`src/rtl/i2c_target_regfile.sv`:
```
// I2C target with a small MPU-6050-style register map.
// SCL and SDA are oversampled on clk_in to find START, STOP and SCL edges.
// The target matches a 7-bit address and serves byte writes and reads.
// The register pointer auto-increments after every data byte.
// SDA is driven open-drain: sda_oe=1 pulls the line low.
//
// state     | meaning
// ----------+-------------------------------------------------------------
// IDLE      | bus free or reset; waiting for START
// ADDR      | shifting in address byte (7-bit address + R/W)
// ADDR_ACK  | holding SDA low for the address ACK
// REG       | shifting in the register pointer byte
// REG_ACK   | holding SDA low for the pointer ACK
// WDATA     | shifting in a write data byte
// WDATA_ACK | holding SDA low for the data ACK (write already committed)
// RDATA     | driving a read byte, MSB first
// RDATA_ACK | SDA released; sampling the controller's ACK/NACK
// WAIT_STOP | not addressed or read ended by NACK; waiting for STOP/START
module i2c_target_regfile #(
  parameter logic [6:0] TARGET_ADDR   = 7'h68,
  parameter int         DEPTH         = 16,
  parameter logic [7:0] WHO_AM_I_ADDR = 8'h75,
  parameter logic [7:0] WHO_AM_I_VAL  = 8'h68
) (
  input  logic       clk_in,
  input  logic       rst_n,
  input  logic       scl_in,
  input  logic       sda_in,
  output logic       sda_oe,
  output logic       busy,
  output logic       wr_pulse,
  output logic [7:0] wr_addr,
  output logic [7:0] wr_data
);

  localparam int         AW      = (DEPTH > 1) ? $clog2(DEPTH) : 1;
  localparam logic [7:0] DEPTH_B = 8'(DEPTH);

  typedef enum logic [3:0] {
    IDLE,
    ADDR,
    ADDR_ACK,
    REG,
    REG_ACK,
    WDATA,
    WDATA_ACK,
    RDATA,
    RDATA_ACK,
    WAIT_STOP
  } state_t;

  state_t     state;
  logic [1:0] scl_sync;
  logic [1:0] sda_sync;
  logic       scl_h;
  logic       sda_h;
  logic [3:0] cnt;
  logic [7:0] shreg;
  logic [7:0] tx;
  logic [7:0] ptr;
  logic       rw;
  logic       ack_n;
  logic [7:0] regs [DEPTH];
  logic [7:0] rd_byte;

  logic scl_s;
  logic sda_s;
  logic scl_rise;
  logic scl_fall;
  logic start_det;
  logic stop_det;

  // Two-flop synchronizers plus one history stage; preset to the idle-bus level.
  always_ff @(posedge clk_in or negedge rst_n) begin
    if (!rst_n) begin
      scl_sync <= 2'b11;
      sda_sync <= 2'b11;
      scl_h    <= 1'b1;
      sda_h    <= 1'b1;
    end else begin
      scl_sync <= {scl_sync[0], scl_in};
      sda_sync <= {sda_sync[0], sda_in};
      scl_h    <= scl_sync[1];
      sda_h    <= sda_sync[1];
    end
  end

  assign scl_s     = scl_sync[1];
  assign sda_s     = sda_sync[1];
  assign scl_rise  = scl_s & ~scl_h;
  assign scl_fall  = ~scl_s & scl_h;
  assign start_det = scl_s & scl_h & sda_h & ~sda_s;
  assign stop_det  = scl_s & scl_h & ~sda_h & sda_s;

  // Byte returned for the current pointer: register, identity value, or zero.
  always_comb begin
    rd_byte = 8'h00;
    if (ptr < DEPTH_B) begin
      rd_byte = regs[ptr[AW-1:0]];
    end else if (ptr == WHO_AM_I_ADDR) begin
      rd_byte = WHO_AM_I_VAL;
    end
  end

  // Bus protocol FSM: SDA sampled on SCL rise, SDA drive updated only after SCL fall.
  always_ff @(posedge clk_in or negedge rst_n) begin
    if (!rst_n) begin
      state    <= IDLE;
      sda_oe   <= 1'b0;
      busy     <= 1'b0;
      wr_pulse <= 1'b0;
      wr_addr  <= 8'h00;
      wr_data  <= 8'h00;
      cnt      <= 4'd0;
      shreg    <= 8'h00;
      tx       <= 8'h00;
      ptr      <= 8'h00;
      rw       <= 1'b0;
      ack_n    <= 1'b1;
      for (int i = 0; i < DEPTH; i++) begin
        regs[i] <= 8'h00;
      end
    end else begin
      wr_pulse <= 1'b0;
      if (stop_det) begin
        state  <= IDLE;
        sda_oe <= 1'b0;
        busy   <= 1'b0;
      end else if (start_det) begin
        state  <= ADDR;
        cnt    <= 4'd0;
        sda_oe <= 1'b0;
      end else if (scl_rise) begin
        case (state)
          ADDR, REG, WDATA: begin
            if (cnt < 4'd8) begin
              shreg <= {shreg[6:0], sda_s};
              cnt   <= cnt + 4'd1;
            end
          end
          RDATA: begin
            if (cnt < 4'd8) cnt <= cnt + 4'd1;
          end
          ADDR_ACK, REG_ACK, WDATA_ACK, RDATA_ACK: begin
            cnt   <= 4'd9;
            ack_n <= sda_s;
          end
          default: ;
        endcase
      end else if (scl_fall) begin
        case (state)
          ADDR: begin
            if (cnt == 4'd8) begin
              if (shreg[7:1] == TARGET_ADDR) begin
                state  <= ADDR_ACK;
                busy   <= 1'b1;
                sda_oe <= 1'b1;
                rw     <= shreg[0];
              end else begin
                state <= WAIT_STOP;
                busy  <= 1'b0;
              end
            end
          end
          ADDR_ACK: begin
            if (cnt == 4'd9) begin
              cnt <= 4'd0;
              if (rw) begin
                state  <= RDATA;
                tx     <= rd_byte;
                sda_oe <= ~rd_byte[7];
              end else begin
                state  <= REG;
                sda_oe <= 1'b0;
              end
            end
          end
          REG: begin
            if (cnt == 4'd8) begin
              ptr    <= shreg;
              state  <= REG_ACK;
              sda_oe <= 1'b1;
            end
          end
          REG_ACK, WDATA_ACK: begin
            if (cnt == 4'd9) begin
              state  <= WDATA;
              cnt    <= 4'd0;
              sda_oe <= 1'b0;
            end
          end
          WDATA: begin
            if (cnt == 4'd8) begin
              // Unmapped and identity pointers still ACK and strobe, but store nothing.
              if (ptr < DEPTH_B) regs[ptr[AW-1:0]] <= shreg;
              wr_pulse <= 1'b1;
              wr_addr  <= ptr;
              wr_data  <= shreg;
              ptr      <= ptr + 8'd1;
              state    <= WDATA_ACK;
              sda_oe   <= 1'b1;
            end
          end
          RDATA: begin
            if (cnt == 4'd8) begin
              sda_oe <= 1'b0;
              ptr    <= ptr + 8'd1;
              state  <= RDATA_ACK;
            end else if (cnt != 4'd0) begin
              tx     <= {tx[6:0], 1'b0};
              sda_oe <= ~tx[6];
            end
          end
          RDATA_ACK: begin
            if (cnt == 4'd9) begin
              if (!ack_n) begin
                state  <= RDATA;
                cnt    <= 4'd0;
                tx     <= rd_byte;
                sda_oe <= ~rd_byte[7];
              end else begin
                state  <= WAIT_STOP;
                sda_oe <= 1'b0;
              end
            end
          end
          default: ;
        endcase
      end
    end
  end

endmodule

```
`config.mk`:
```
export PLATFORM = sky130hd
export DESIGN_NAME = i2c_target_regfile
export DESIGN_NICKNAME = d
export VERILOG_FILES = /design/src/rtl/i2c_target_regfile.sv
export SDC_FILE = /design/constraint.sdc
export NUM_CORES = 1
export LEC_CHECK = 0
export BUFFER_PORTS_ARGS = -buffer_cell sky130_fd_sc_hd__buf_2
export CORE_ASPECT_RATIO = 0.6
export CORE_MARGIN = 8
export CORE_UTILIZATION = 50
export CTS_CLUSTER_DIAMETER = 150
export DETAILED_ROUTE_END_ITERATION = 10
export GPL_TIMING_DRIVEN = 1
export HOLD_SLACK_MARGIN = 0.03
export PLACE_DENSITY = 0.76
export SLEW_MARGIN = 10
export SYNTH_ARGS = -nofsm -noshare
export SYNTH_HDL_FRONTEND = slang
export SYNTH_SLANG_ARGS = --single-unit
```
`constraint.sdc`:
```
create_clock -name clk_in -period 7.2 [get_ports clk_in]
set_input_delay 0.72 -clock clk_in [delete_from_list [all_inputs] [get_ports clk_in]]
set_output_delay 0.72 -clock clk_in [all_outputs]
set_load 0.02 [all_outputs]
```
---- Word-level counts from Yosys, hierarchy flattened ----
Index checks and enable logic that the tools add are counted.
storage, ports and cells
  register bits after elaboration ......... 186
  bits of input ports ..................... 4
  output and inout bits ................... 19
  logic and storage cells ................. 193
cells by class
  add/sub/neg operators ................... 2
  $lt $le $gt $ge ......................... 4
  eq/ne operators ......................... 38
  multiplexer cells ....................... 70
  bitwise gates (word level) .............. 17
  reductions and logical operators ........ 30
operator list
  kind                                           count
  bitwise mux 128 bit                            1
  2-to-1 mux 4 bit                               20
  2-to-1 mux 7 bit                               7
  2-to-1 mux 8 bit                               6
  inequality test 4 bit, second input constant   10
  binary-select mux 8 bit (select 4 bit)         1
  demux 8 bit (select 4 bit)                     1
  one-hot mux 4 bit (7 select lines)             1
  2-to-1 mux 1 bit                               27
  one-hot mux 7 bit (3 select lines)             1
  AND reduction 7 bit                            3
  AND reduction 10 bit                           2
  == test 4 x 3 -> 1 bit, second input constant  4
  one-hot mux 4 bit (2 select lines)             2
  one-hot mux 8 bit (2 select lines)             1
  inequality test 2 bit, second input constant   7
  == test 4 bit, second input constant           3
  AND reduction 11 bit                           1
  AND reduction 5 bit                            2
  inverter 1 bit                                 9
  nonzero test 3 bit                             3
  nonzero test 9 bit                             1
  adder 8 x 1 -> 8 bit, second input constant    1
  == test 4 x 2 -> 1 bit, second input constant  2
  27 further kinds                               45

---- Longest topological paths before layout ----
Gate-level depths: netlist of run 1.
  depth after elaboration ................. 13
  depth in mapped cells ................... 9

---- Worst setup path after synthesis of run 1 ----
OpenSTA, ideal clock, no wires.
  path type ............................... reg2reg
  start point ............................. register ptr[0]
  end point ............................... register tx[1]
  library setup time ...................... 0.137 ns
  arrival ................................. 2.113 ns
  path slack .............................. 4.950 ns
  cell stages (with the launch flop) ...... 7
  clock period less this slack ............ 2.250 ns
  path through ............................ dfrtp_1 > buf_2 > buf_2 > mux4_2 > mux4_2 > a22oi_1 > a21oi_1
on the way
  longest elaborated chain between the ends .. 8
  elaborated cells on any way between the ends .. 11
  classes of those cells .................. order compare (1); mux (9); bitwise (1)
ends and longest elaborated chain
  what                                                  line      text
  start: declaration                                    60        logic [7:0] ptr;
  start signal: assignment                              180       ptr <= shreg;
  start signal: assignment                              199       ptr <= ptr + 8'd1;
  start signal: assignment                              207       ptr <= ptr + 8'd1;
  inverter 4 -> 5 bit (implied by the code)             99        rd_byte = regs[ptr[AW-1:0]];
  binary-select mux 8 bit (select 4 bit)                99
  2-to-1 mux 8 bit (implied by the code) (2 in series)  99
  2-to-1 mux 8 bit *                                    98        if (ptr < DEPTH_B) begin
  2-to-1 mux 7 bit, on equally long branches            216, 168
  2-to-1 mux 7 bit, on equally long branches            215, 166
  one-hot mux 7 bit (3 select lines) *                  151       case (state)
  end signal: assignment                                170       tx <= rd_byte;
  end signal: assignment                                210       tx <= {tx[6:0], 1'b0};
  end signal: assignment                                219       tx <= rd_byte;
  end: declaration                                      59        logic [7:0] tx;
Every way passes the cells marked *; elsewhere a longest branch is shown, timed or not. The select of a mux whose other input is x is not followed.
A chain may end at the register's enable or synchronous reset.

---- Worst setup path after layout of run 1 ----
  start point ............................. register state[2]
  end point ............................... register tx[3]
on the way
  longest elaborated chain between the ends .. 3
  elaborated cells on any way between the ends .. 12
  classes of those cells .................. eq/ne (9); mux (1); reduce/logical (2)
ends and longest elaborated chain
  what                                                                          line  text
  start: declaration                                                            52    state_t state;
  start signal: assignment                                                      108   state <= IDLE;
  start signal: assignment                                                      126   state <= IDLE;
  start signal: assignment                                                      130   state <= ADDR;
  == test 4 x 3 -> 1 bit, or another cell as far along                          151
  inequality test 2 bit (no source line) or nonzero test 3 bit (tied branches)  n/a
  AND reduction 11 bit (no source line)                                         n/a
Parallel ways exist; a longest one is shown, timed or not.

==> reports/results.ini, run 1 <==
[status]
status=completed

[timing]
fmax_mhz=300
slew_violations=0
worstMarginPinSlew_ns=1.22
slew-limit-headroom_pct=17.9
setup_viol=0
tns_ns=0
finClkSkew_ns=0.0141
finalCritPeriodShare_pct=46.4
period_minus_slack_ns=3.34
whs_ns=0.358
hold_violations=0
rsz0062_at_grt=no

[synthesis]
synth_cell_types=63
synth_nets=685
netlist_top_cells_area=dfrtp_1 (50%), mux2_2 (18%), mux4_2 (9.1%)
yosys-top-cells-count=dfrtp_1 (179), mux2_2 (143), nand2_1 (39), mux4_2 (36), clkbuf_1 (35)
yosysWarnings=0
async_reset_ff_share_pct=100
syn_inst=670
ys_ff_latch=186
yosysMostFrequentCell=dfrtp_1
syn-mean-instance-area_sq_um=13.3
netlist.area_leader.share_pct=50.1
synth_ff_type=dfrtp_1
yosysSeqAreaShare_pct=52.2
synthesis.area_sq_um=8940
synth_edf_count=0
yosysTopAreaCell=dfrtp_1

[finish]
fin_nets=678
n_antenna_cell=0
post-route-cell-area_sq_um=9790
layout-drive-gt1-share_pct=37.9
n_fill_cell=1447
postLayoutCoreUtil_pct=55.0
syn_to_final_growth_pct=9.45

[die]
die-height_microns=120
die_x_microns=189
rows=38
ioPinCount=23
core_area_sq_um=17800
design.die.area_sq_um=22600
initial_core_util_pct=50.3

[worst_setup_path]
worst-r2r-setup-slack_ns=3.86
path_cells=nor2b_4, and3_1, a21oi_1, nor3_1, o31ai_1, o32a_1
rr_startpoint=state[2]
critical_path_required_ns=7.51
cp_slowest_cell=nor3_1
max_stage_delay_ns=0.97
cp_num_buf_inv=0
endpoint_kind=flip-flop
timing.rr.end=tx[3]
path_max_fanout=18
cp-start-kind=flip-flop
cp_data_arrival_time_ns=3.65
critPathTopFamily=simple AND/OR/NAND/NOR gates
r2r.worst_path.cells=6
worstSetupPathType=flip-flop to flip-flop

[clock_network]
clock-root-buffer=clkbuf_16
cts.sinks=186
htreeDepth=4
cts_setup_buffers=0
cts_resized=0
postCtsHoldBufs=0
clk_latency_ns=0.44
clockBufferDepth=2
tritoncts=yes
path_clk_slew_ns=0.08
cts-buffers-inserted=17

[power_and_ir_drop]
ir_worst_vdd_mv=0.232
p_leak_uw=0.00462
powerDensity_nw_per_um2=302

[placed_design]
port_buffers=22
dp_hpwl_mm=14.3
dpl_cell_area_sq_um=9170
gp_congestion=0.983

[route]
post-route-drc-count=0
avgRoutedWirePerCell_microns=23.2
vias=5673
ant_nets=0
vias_per_cell=6.19
wl_mm=21.2
first_pass_iters=7
drt_iter0_drc=725

[job]
maxCapViolations=0

[grt]
antenna_found_initial=0
gr-total-overflow=0
grtUsageTotal_pct=19.3
grt_max_degree=95
grt_pass1_vias=5712
grt_pass1_wl_mm=33.5

[hold_path]
worst_hold_path_type=input port to asynchronous set/reset pin

[kinds of logic (layout without fill, tap and decap cells)]
family,after synthesis,after routing,synth area share [%]
AOI/OAI and AO/OA,88,88,6.33
xor gates and xnor gates,2,2,0.196
adders and majority gates,11,11,1.54
buffers and inverters,62,68,2.81
DFF,186,186,52.2
muxes,191,191,28.5
and+or+nand+nor,130,130,8.47
[metrics by stage]
step,total power (uW),setup WS [ns],std cells
5_1_grt,3090,3.73,916
3_5_place_dp,2010,4.02,884
4_1_cts,2950,3.99,916
3_3_place_gp,1970,4.22,884
2_1_floorplan,1790,4.95,670
6_report,2960,3.86,916
[sequential cells by signal, indices dropped and copies added (netlist names), 2 cells and up]
| signal | count |
|---|---|
| wr_addr | 8 |
| sda_sync | 2 |
| tx | 7 |
| state | 4 |
| wr_data | 8 |
| scl_sync | 2 |
| shreg | 8 |
| ptr | 8 |
| cnt | 4 |
| regs | 128 |
[layer usage]
| metal | share of wire (%) | track usage (%) | vias up |
|---|---|---|---|
| met1 | 49 | 29.1 | 2964 |
| met3 | 8.6 | 5.94 | 26 |
| met2 | 41 | 26.3 | 234 |
| li1 | - | - | 2449 |
| met4 | 1.3 | 5.11 | 0 |
| met5 | 0 | 0 | - |
[power breakdown]
| part | internal (uW) | switching (uW) | leakage [uW] | total (uW) |
|---|---|---|---|---|
| logic | 259 | 357 | 0.00178 | 616 |
| clock network | 478 | 465 | 0.000293 | 944 |
| registers | 1130 | 267 | 0.00255 | 1400 |
[worst max-delay path by stage]
stage                   from  endpoint  slack [ns]  depth (start not counted)
finish              state[2]     tx[3]        3.86                          6
global placement    state[2]     tx[6]        4.22                          6
CTS                 state[2]     tx[3]        3.99                          6
global route        state[2]     tx[3]        3.73                          6
detailed placement  state[2]     tx[3]        4.02                          6
floorplan             ptr[0]     tx[1]        4.95                          6
[layout make-up]
class	count	area, sq um	area share (%)
clock inverter	14	171	1.75
multi-input combinational	422	4030	41.1
inverter	11	41.3	0.422
tap	240	300	3.07
sequential	186	4660	47.7
timing repair buffer	25	143	1.46
clock buffer	18	439	4.49
[cells in the final DEF (no fill, tap or decap), types with 7 or more instances in the layout]
cell type / n
nand3_1: 9
nor2_1: 17
nand2b_1: 7
buf_2: 21
clkbuf_16: 17
mux2_2: 143
dfstp_2: 7
a211oi_1: 8
inv_1: 11
ha_1: 11
a21oi_1: 28
mux4_2: 36
nand2_1: 39
nor2b_1: 7
and2_1: 10
o21ai_0: 18
dfrtp_1: 178
No activity file was read; power rests on OpenSTA's default activity.
==> run 2, diff against run 1 <==
PLACE_DENSITY = 0.79   (was 0.76)
clock period = 3.07 ns   (was 7.2 ns; I/O delays follow)
==> reports/results.ini, run 2 (synthesized netlist as in run 1, its figures left out) <==
[clock_network]
postCtsHoldBufs=3  ; +3
clockBufferDepth=2  ; unchanged
path_clk_slew_ns=0.08  ; about the same
cts-buffers-inserted=17  ; unchanged
htreeDepth=4  ; unchanged
tritoncts=yes
clk_latency_ns=0.44  ; about the same
cts_resized=0  ; unchanged
cts_setup_buffers=0  ; unchanged
clock-root-buffer=clkbuf_16
cts.sinks=186  ; unchanged

[die]
die_x_microns=189  ; unchanged
initial_core_util_pct=50.3  ; unchanged
design.die.area_sq_um=22600  ; unchanged
core_area_sq_um=17800  ; unchanged
ioPinCount=23  ; unchanged
rows=38  ; unchanged
die-height_microns=120  ; unchanged

[finish]
n_antenna_cell=0  ; unchanged
n_fill_cell=1421  ; -1.8%
largest_reg_flops=128  ; unchanged
seq_area_sq_um=4660  ; unchanged
fin_nets=701  ; +3.4%
multi_input_area_sq_um=4030  ; unchanged
largest-register=regs
syn_to_final_growth_pct=11.8
mostFrequentLayoutCells=dfrtp_1 (178), mux2_2 (143), nand2_1 (39)
postLayoutCoreUtil_pct=56.2  ; +1.2 points
layout-drive-gt1-share_pct=39.5  ; +1.6 points
layout_commonest_cell=dfrtp_1

[timing]
setup_viol=0  ; unchanged
fmax_mhz=374  ; +25%
slew_violations=0  ; unchanged
hold_violations=0  ; unchanged
period_minus_slack_ns=2.67  ; -0.667 ns
worstMarginPinSlew_ns=0.818  ; -0.404 ns
setup_slack_ns=0.398  ; -3.46 ns
rsz0062_at_grt=no
tns_ns=0  ; unchanged
finClkSkew_ns=0.0104  ; -0.00364 ns
slew-limit-headroom_pct=44.7  ; +27 points
finalCritPeriodShare_pct=87.0  ; +41 points

[power_and_ir_drop]
power.clock.fraction_pct=31.9  ; about the same
power.internal_uw=4550  ; +140%
ir_worst_vdd_mv=0.542  ; +130%
p_leak_uw=0.00475  ; +2.8%
power_switching_uw=2590  ; +140%
p_seq_share_pct=41.3  ; -5.9 points
powerDensity_nw_per_um2=714  ; +140%
pwr-share-comb_pct=26.8  ; +6.0 points
p_sw_share_pct=36.3  ; -0.53 points

[grt]
grt_pass1_wl_mm=34.9  ; +4.2%
grt_pass1_vias=5956  ; +4.3%
gr-total-overflow=0  ; unchanged
antenna_found_initial=1  ; +1
grt_max_degree=67  ; -29%
grtUsageTotal_pct=19.9  ; +0.63 points

[route]
wl_mm=21.9  ; +3.4%
drt_iter0_drc=745  ; +2.8%
wl_met1_mm=10.2  ; -2.2%
post-route-drc-count=0  ; unchanged
avgRoutedWirePerCell_microns=23.4  ; +0.85%
ant_nets=0  ; unchanged
met2WireLength_mm=9.52  ; +8.9%
route.met3.wl_mm=2.07  ; +13%
vias=5827  ; +2.7%
top_layer_used=met5
first_pass_iters=5  ; -2
vias_per_cell=6.21  ; +0.20%

[worst_setup_path]
critical_path_required_ns=3.38  ; -4.13 ns
cp_data_arrival_time_ns=2.99  ; -0.66 ns
worstSetupPathType=flip-flop to flip-flop
cp-start-kind=flip-flop
path_max_fanout=8  ; -10
endpoint_kind=flip-flop

[placed_design]
place_ws_ns=0.467  ; -3.55 ns
gp_congestion=0.919  ; -6.6%
port_buffers=22  ; unchanged
dp_hpwl_mm=15.2  ; +6.6%

[status]
status=completed

[job]
maxCapViolations=0  ; unchanged

[hold_path]
worst_hold_path_type=flip-flop to flip-flop

[run 2: changes by cell type in the layout (fill, tap and decap cells not counted), moves of 2 or more]
cell / previous run / this run
buf_12: 0 / 2
buf_4: 2 / 21
clkinv_4: 1 / 3
clkinv_8: 6 / 3
dlygate4sd3_1: 0 / 3
inv_6: 4 / 0
inv_8: 2 / 6
[run 2: power groups by stage]
stage | Clock, uW | Combinational, uW | Sequential, uW
after detailed placement | 0 | 1870 | 2990
after global routing | 2410 | 2050 | 2980
after CTS | 2310 | 1890 | 2940
final | 2280 | 1910 | 2950
after floorplan | 0 | 1360 | 2840
after global placement | 0 | 1810 | 2970
[run 2: final cells by class]
class                      count  area share, %
timing repair buffer          48           3.44
inverter                      11          0.413
clock buffer                  17           4.25
clock inverter                15           1.96
tap                          240           3.00
sequential                   186           46.7
multi-input combinational    422           40.3
[run 2: critical path: stages, from the launching register on]
cell and delay (ns):
dfrtp_1 0.47, nor4_1 0.55, nand4_2 0.29, nor3_1 0.42, and2_1 0.42, mux2_2 0.39
[run 2: final timing paths]
check	startpoint	endpoint	slack, ns	depth (start not counted)
setup / recovery	ptr[4]	regs[103]	0.40	5
hold / removal	scl_sync[0]	scl_sync[1]	0.35	0
setup reg to reg	ptr[4]	regs[103]	0.40	5
hold reg to reg	scl_sync[0]	scl_sync[1]	0.35	0
max in group asynchronous	rst_n	regs[61]	1.81	3
min in group asynchronous	rst_n	wr_data[7]	0.43	2
[run 2: metal layers]
| metal | up-vias | track usage, % |
|---|---|---|
| met1 | 3060 | 29.7 |
| met2 | 232 | 27.5 |
| li1 | 2513 | - |
| met5 | - | 0 |
| met4 | 2 | 4.33 |
| met3 | 20 | 6.75 |
[run 2: per-stage QoR]
stage | cells | power [uW] | hold WS (ns) | area (sq um)
2_1_floorplan | 670 | 4200 | 0.0114 | 8940
3_3_place_gp | 904 | 4780 | 0.321 | 9350
3_5_place_dp | 904 | 4850 | 0.335 | 9350
4_1_cts | 939 | 7140 | 0.356 | 10000
5_1_grt | 939 | 7440 | 0.363 | 10000
6_report | 939 | 7140 | 0.354 | 10000
